===== config.mk =====
export PLATFORM = sky130hd
export DESIGN_NAME = sparce_sasa_loader
export DESIGN_NICKNAME = d
export VERILOG_FILES = /design/src/rtl/sparce_sasa_loader_pkg.sv /design/src/rtl/sparce_sasa_loader.sv
export SDC_FILE = /design/constraint.sdc
export NUM_CORES = 1
export LEC_CHECK = 0
export ABC_AREA = 1
export BUFFER_PORTS_ARGS = -buffer_cell sky130_fd_sc_hd__buf_2
export CORE_MARGIN = 2
export CORE_UTILIZATION = 50
export DETAILED_ROUTE_END_ITERATION = 8
export GPL_TIMING_DRIVEN = 0
export HOLD_SLACK_MARGIN = 0.06
export PLACE_DENSITY = 0.81
export SETUP_SLACK_MARGIN = 0.3
export SLEW_MARGIN = 20
export SYNTH_ARGS = -nofsm -noshare
export SYNTH_HDL_FRONTEND = slang
export SYNTH_SLANG_ARGS = --single-unit

===== constraint.sdc =====
create_clock -name CLK -period 2.06 [get_ports CLK]
set_input_delay 0 -clock CLK [delete_from_list [all_inputs] [get_ports CLK]]
set_output_delay 0 -clock CLK [all_outputs]
set_load 0.05 [all_outputs]

===== src/rtl/sparce_sasa_loader_pkg.sv =====
// Shared types for the SparCE SASA table loader: machine word type, loader states,
// table base address and the word-address helper used by both address generators.
package rv32i_types_pkg;

  typedef logic [31:0] word_t;

endpackage

package sparce_pkg;

  import rv32i_types_pkg::*;

  typedef enum logic [1:0] {
    IDLE  = 2'd0,
    READ  = 2'd1,
    WRITE = 2'd2,
    DONE  = 2'd3
  } sasa_load_state_t;

  localparam logic [31:0] SASA_TABLE_BASE = 32'h0000_0000;

  // Byte address of word idx above base; wraps mod 2^32 by construction.
  function automatic logic [31:0] word_addr(input logic [31:0] base, input logic [31:0] idx);
    return base + (idx << 2);
  endfunction

endpackage


===== src/rtl/sparce_sasa_loader.sv =====
// SparCE SASA table loader: fetches a descriptor image word by word from memory and
// replays each word as a table write, gating table lookups until a full load completes.
//
// Handshake: mem_ren/mem_addr form a request that is held stable for as long as
// mem_busy is high; a word is accepted (mem_rdata captured) in the READ cycle where
// mem_busy is low. sasa_wen is a single-cycle strobe with no back-pressure.
module sparce_sasa_loader
  import sparce_pkg::*, rv32i_types_pkg::*;
#(
  parameter int          MAX_WORDS  = 64,
  parameter logic [31:0] TABLE_BASE = SASA_TABLE_BASE,
  localparam int         CW         = $clog2(MAX_WORDS) + 1
) (
  input  logic             CLK,
  input  logic             RST,
  input  logic             start,
  input  logic             abort,
  input  logic [31:0]      base_addr,
  input  logic [CW-1:0]    num_words,
  input  logic             enable_req,
  output logic             mem_ren,
  output logic [31:0]      mem_addr,
  input  logic [31:0]      mem_rdata,
  input  logic             mem_busy,
  output logic [31:0]      sasa_addr,
  output word_t            sasa_data,
  output logic             sasa_wen,
  output logic             sasa_enable,
  output logic             busy,
  output logic             done,
  output logic             error,
  output sasa_load_state_t dbg_state
);

  sasa_load_state_t r_state;
  sasa_load_state_t w_next_state;

  logic [31:0]   r_base;
  logic [CW-1:0] r_count;
  logic [CW-1:0] r_idx;
  word_t         r_data;
  logic          r_loaded;
  logic          r_error;

  logic          w_illegal;
  logic          w_last;

  assign w_illegal = (base_addr[1:0] != 2'b00) ||
                     ({{(32-CW){1'b0}}, num_words} > 32'(MAX_WORDS));
  assign w_last    = (r_idx == (r_count - CW'(1)));

  always_ff @(posedge CLK) begin
    if (RST) begin
      r_state  <= IDLE;
      r_base   <= '0;
      r_count  <= '0;
      r_idx    <= '0;
      r_data   <= '0;
      r_loaded <= 1'b0;
      r_error  <= 1'b0;
    end else begin
      r_state <= w_next_state;
      case (r_state)
        IDLE: begin
          if (start) begin
            if (w_illegal) begin
              r_error <= 1'b1;
            end else begin
              r_error  <= 1'b0;
              r_loaded <= 1'b0;
              r_base   <= base_addr;
              r_count  <= num_words;
              r_idx    <= '0;
            end
          end
        end
        READ: begin
          if (abort) begin
            r_loaded <= 1'b0;
          end else if (!mem_busy) begin
            r_data <= mem_rdata;
          end
        end
        WRITE: begin
          if (abort) begin
            r_loaded <= 1'b0;
          end else if (!w_last) begin
            r_idx <= r_idx + CW'(1);
          end
        end
        DONE: begin
          // An abort landing on the done cycle still invalidates the table.
          r_loaded <= !abort;
        end
        default: ;
      endcase
    end
  end

  always_comb begin
    w_next_state = r_state;
    case (r_state)
      IDLE: begin
        if (start && !w_illegal) begin
          w_next_state = (num_words == '0) ? DONE : READ;
        end
      end
      READ: begin
        if (abort) begin
          w_next_state = IDLE;
        end else if (!mem_busy) begin
          w_next_state = WRITE;
        end
      end
      WRITE: begin
        if (abort) begin
          w_next_state = IDLE;
        end else if (w_last) begin
          w_next_state = DONE;
        end else begin
          w_next_state = READ;
        end
      end
      DONE:    w_next_state = IDLE;
      default: w_next_state = IDLE;
    endcase
  end

  always_comb begin
    mem_ren   = 1'b0;
    mem_addr  = '0;
    sasa_wen  = 1'b0;
    sasa_addr = '0;
    sasa_data = '0;
    if (r_state == READ) begin
      mem_ren  = 1'b1;
      mem_addr = word_addr(r_base, 32'(r_idx));
    end
    if (r_state == WRITE) begin
      sasa_wen  = 1'b1;
      sasa_addr = word_addr(TABLE_BASE, 32'(r_idx));
      sasa_data = r_data;
    end
  end

  assign busy        = (r_state != IDLE);
  assign done        = (r_state == DONE);
  assign error       = r_error;
  assign sasa_enable = enable_req & r_loaded & (r_state == IDLE);
  assign dbg_state   = r_state;

endmodule

**Word-level counts from Yosys, hierarchy flattened**

Index checks and enable logic that the tools add are counted.

- Register bits after elaboration: 82
- Bits of input ports: 77
- Output and inout port bits: 104
- Word-level logic and storage cells: 65

- Add/subtract/negate cells: 3
- $lt $le $gt $ge: 1
- Equality and inequality tests: 11
- Mux-type cells: 22
- Bitwise gates (word level): 5
- Reductions and logical operators: 16

Operator list:

| cell | number |
|---|---|
| two-way mux 32 bit | 2 |
| adder 32 x 9 -> 32 bit | 1 |
| two-way mux 7 bit | 4 |
| one-hot mux 7 bit (2 select lines) | 1 |
| two-way mux 2 bit | 6 |
| != test 2 bit, second input constant | 5 |
| two-way mux 9 bit | 1 |
| AND reduction 3 bit | 3 |
| one-hot mux 2 bit (4 select lines) | 1 |
| adder 7 x 1 -> 7 bit, second input constant | 1 |
| == test 7 bit | 1 |
| > comparator 7 bit, second input constant | 1 |
| zero test 7 bit | 1 |
| subtractor 7 x 1 -> 7 bit, second input constant | 1 |
| two-way mux 1 bit | 6 |
| nonzero test 2 bit | 3 |
| AND reduction 5 bit | 1 |
| == test 2 bit, second input constant | 2 |
| AND reduction 2 bit | 2 |
| != test 3 bit, second input constant | 1 |
| inverter 1 bit | 3 |
| one-hot mux 1 bit (3 select lines) | 1 |
| bitwise AND 1 bit | 2 |
| == test 2 x 1 -> 1 bit, second input constant | 1 |
| 6 further kinds | 7 |

**Longest topological paths before layout**

- Depth in word-level cells: 6
- Depth in mapped cells: 12
- Mapped depth without buffers: 12

**Worst setup path before layout**

No wires, ideal clock.

- Kind: register -> output
- From: register r_state[0], in the netlist dbg_state[0]
- To: output mem_addr[14]
- Data arrival time: 2.668 ns
- Data required time: 2.060 ns
- Slack: -0.608 ns
- Cell stages (with the launch flop): 5
- Path buffers: 1
- Cells stage by stage: dfxtp_1 ha_1 buf_2 inv_2 nor3_1

- Word-level cells in the longest chain between the ends: 2

Ends and longest elaborated chain:

| item | RTL line | source |
|---|---|---|
| start, declared | sparce_sasa_loader.sv:35 | `sasa_load_state_t r_state;` |
| start signal, assigned | sparce_sasa_loader.sv:62 | `r_state <= w_next_state;` |
| == test 2 x 1 -> 1 bit | sparce_sasa_loader.sv:135 | `if (r_state == READ) begin` |
| two-way mux 32 bit | sparce_sasa_loader.sv:135 |  |
| end, declared | sparce_sasa_loader.sv:22 | `output logic [31:0] mem_addr,` |

No other way between the ends.

**Final worst setup path**

- From: register r_base[17]
- To: output mem_addr[28]

- Word-level cells in the longest chain between the ends: 2

Ends and longest elaborated chain:

| item | RTL line | source |
|---|---|---|
| start, declared | sparce_sasa_loader.sv:38 | `logic [31:0] r_base;` |
| start signal, assigned | sparce_sasa_loader.sv:71 | `r_base <= base_addr;` |
| adder 32 x 9 -> 32 bit | sparce_sasa_loader_pkg.sv:24 | `return base + (idx << 2);` |
| two-way mux 32 bit | sparce_sasa_loader.sv:135 |  |

No other way between the ends.

==> metrics.md <==
| Metric | Value |
|---|---|
| Routed len/inst | `18.5 µm` |
| Die Area | `10,700 µm²` |
| RSZ-0062 raised after global routing | `yes` |
| Layout cells sized above 1 | `38.9%` |
| Initial antenna violation count | `0` |
| Hold path depth | `6` |
| Final Cycle Share | `119%` |
| Syn Area/Cell | `6.39 µm²` |
| Final #Nets | `1,166` |
| Arr. time, crit path | `about 2.5 ns` |
| TritonCTS clock tree | `yes` |
| Core region area | `9680 µm²` |
| First-pass GRT wire length | `28,800 µm` |
| Synth Instances | `about 770` |
| Most common cell after layout, fill and taps aside | `nor2_1` |
| CTS H-tree depth | `3` |
| Placer Congestion | `0.920` |
| Worst setup EP type | `output pin` |
| Outcome | `complete, but fails checks` |
| Top-area cell type share of the netlist area | `33.3%` |
| Vias in the first global route | `a little over 6,000` |
| Minimum clock period | `2.46 ns` |
| Hold Crit Class | `in -> reg` |
| Yosys warns | `0` |
| Antenna fix cells | `0` |
| Max-Cap Viols | `0` |
| Reg-to-reg endpoint | `r_base[7]` |
| Final setup vio count | `25` |
| WS Path Type | `reg -> out` |
| Starting Density | `about half` |
| TritonCTS buffer count | `9` |
| Worst-margin pin slew | `0.613 ns` |
| Max VDD drop | `0.725 mV` |
| Tot GR Track Use | `34.6%` |
| Vias | `6,826` |
| Worst EP required | `2.06 ns` |
| PortBufs | `155` |
| Leak Pwr | `approximately 4.2 nW` |
| Final worst slack | `-0.397 ns` |
| Critical path startpoint category | `register` |
| Largest net degree at the start of global routing | `16` |
| FF-to-FF Start | `dbg_state[0]` |
| Antenna viol nets, final | `0` |
| Sink Count | `a little over 80` |
| R2r setup slk | `0.25 ns` |
| Final hold violations | `0` |
| HP Start | `base_addr[1]` |
| 1st-iter DRT viols | `slightly below 700` |
| Yosys reg bits | `approximately 80` |
| Placed Instance Area | `6360 µm²` |
| Vias per cell | `5.63` |
| Grt ovf | `0` |
| Worst skew pair latency | `0.37 ns` |
| R2R cell count | `9` |
| Max-slew violations | `0` |
| DR pass1 iterations | `6` |
| Synth area leader | `dfxtp_1` |
| Total routed wirelength | `22,400 µm` |
| Critical path fanouts, max | `4` |
| Design area | `between 8000 and 9000 µm²` |
| Layout area overhead | `73.3%` |
| Clock-pin slew on the worst setup and hold paths | `0.10 ns` |
| DRC | `0` |
| FMAX | `0.407 GHz` |
| Boundary pin count | `roughly 180` |
| Setup TNS Final | `-5.53 ns` |
| DP HPWL | `about 11,000 µm` |
| Most frequent cells in the layout | `123 x nor2_1, 115 x nand2_1, 105 x buf_4` |
| Main area contributors after synthesis | `dfxtp_1 33%, nor2_1 11%, nand2_1 9.9%` |
| Die Span Y | `103 µm` |
| DIE WIDTH | `between 100 and 150 µm` |
| Slew margin rel. | `58.7%` |
| Clk_skew | `0.0123 ns` |
| Syn Std Cell Area | `between 4000 and 5000 µm²` |
| Cell variety after synth | `37` |
| CTS root buf | `clkbuf_8` |
| Seq/Total Area, Yosys | `33.3%` |
| Failing checks | `negative setup slack` |
| PwrDens | `612 nW/µm²` |
| Clk buf depth | `2` |
| # rows | `36` |
| Sink of the worst hold path | `r_idx[5]` |
==> report_power, final <==
| group | switching [mW] | total (mW) | internal, mW | leakage, nW |
|---|---|---|---|---|
| registers | 0.141 | 1.87 | 1.73 | 0.674 |
| logic | 1.40 | 2.11 | 0.710 | 3.39 |
| clock network | 0.680 | 1.25 | 0.569 | 0.0967 |
| total | 2.22 | 5.23 | 3.01 | 4.16 |
==> layer usage <==
metal / up-vias / share of wire [%] / track usage [%]
met5: - / 0 / 0
met4: 0 / 5.8 / 17.1
met3: 152 / 11 / 9.41
met2: 557 / 49 / 61.0
met1: 3100 / 34 / 38.5
li1: 3017 / - / -
==> worst max-delay path by stage <==
stage	startpoint	end	cells past startpoint
final	r_base[17]	mem_addr[28]	8
after global placement	r_idx[0]	mem_addr[30]	12
after detailed placement	r_idx[0]	mem_addr[30]	12
after CTS	r_idx[0]	mem_addr[30]	12
after global routing	r_base[17]	mem_addr[28]	8
after floorplan	r_idx[0]	mem_addr[16]	10
==> through the flow <==
stage	util, %	total power [mW]	std cells	hold WS (ns)	setup WS (ns)
after floorplan	-	3.12	796	0.0687	0.157
after global placement	65.6	3.46	1084	0.211	-0.0534
after detailed placement	65.6	3.49	1084	0.225	-0.0634
after CTS	83.1	4.93	1197	0.166	-0.225
after global routing	88.3	5.42	1213	0.242	-0.697
final	88.3	5.23	1213	0.174	-0.397
==> cell usage after synthesis <==
cell type	count
dfxtp_1	82
buf_2	6
xor2_1	10
clkbuf_1	20
o21ai_1	9
a21boi_1	1
buf_6	1
buf_4	26
nor2_2	4
nand4_1	11
a211oi_1	1
clkinv_1	1
nor2_4	3
ha_1	13
nand2_1	130
nor3b_1	1
nand3_1	32
a31oi_1	4
o21ai_0	78
nand3_2	2
a21boi_2	1
nor3_2	3
nor4_1	2
inv_2	11
a21o_1	1
xnor2_1	1
a21oi_1	55
fa_1	1
nor3_1	16
buf_1	4
nand2_2	3
conb_1	1
inv_1	91
nor2_1	143
o21ai_4	1
nand2_4	2
clkbuf_2	1
==> worst max-delay path, cell delays in order (launching register included) <==
cell and delay, ns:
dfxtp_1 0.44, nand2_1 0.19, nor3_1 0.43, nand2_1 0.19, nor3_2 0.24, nand3_4 0.11, xor2_2 0.19, nor2_4 0.12
buf_6 0.18
==> logic make-up (layout without fill, tap and decap cells) <==
kind of cell	count (synthesis)	count (layout)	synth area share [%]
AND/OR/NAND/NOR	352	352	30.5
AO/OA/AOI/OAI	151	151	15.9
other	1	25	0.0760
XOR/XNOR	11	11	1.95
buffers and inverters	161	445	14.6
adder cells (fa/ha/maj)	14	14	3.70
flip-flops	82	82	33.3
==> flip-flops by register name, summed over array words and instances (netlist names) <==
name,count
dbg_state,2
error,1
r_base,32
r_count,7
r_data,32
r_idx,7
r_loaded,1
==> cell type report <==
cell class | instances | area, µm²
buffer | 58 | 402
clock buffer | 9 | 124
clock inverter | 7 | 75.1
fill | 465 | 1140
inverter | 103 | 407
multi-input combinational | 553 | 3530
sequential | 82 | 1680
tap | 133 | 166
timing repair buffer | 268 | 2170
==> timing repair <==
item	CTS	global route
buffers inserted	24	16
endpoints found under the hold margin	71	0
hold buffers	73	0
pin swaps	36	40
resized for setup	191	120
endpoints found under the setup margin	127	139
Note: power is estimated with default switching activity, not from simulation.
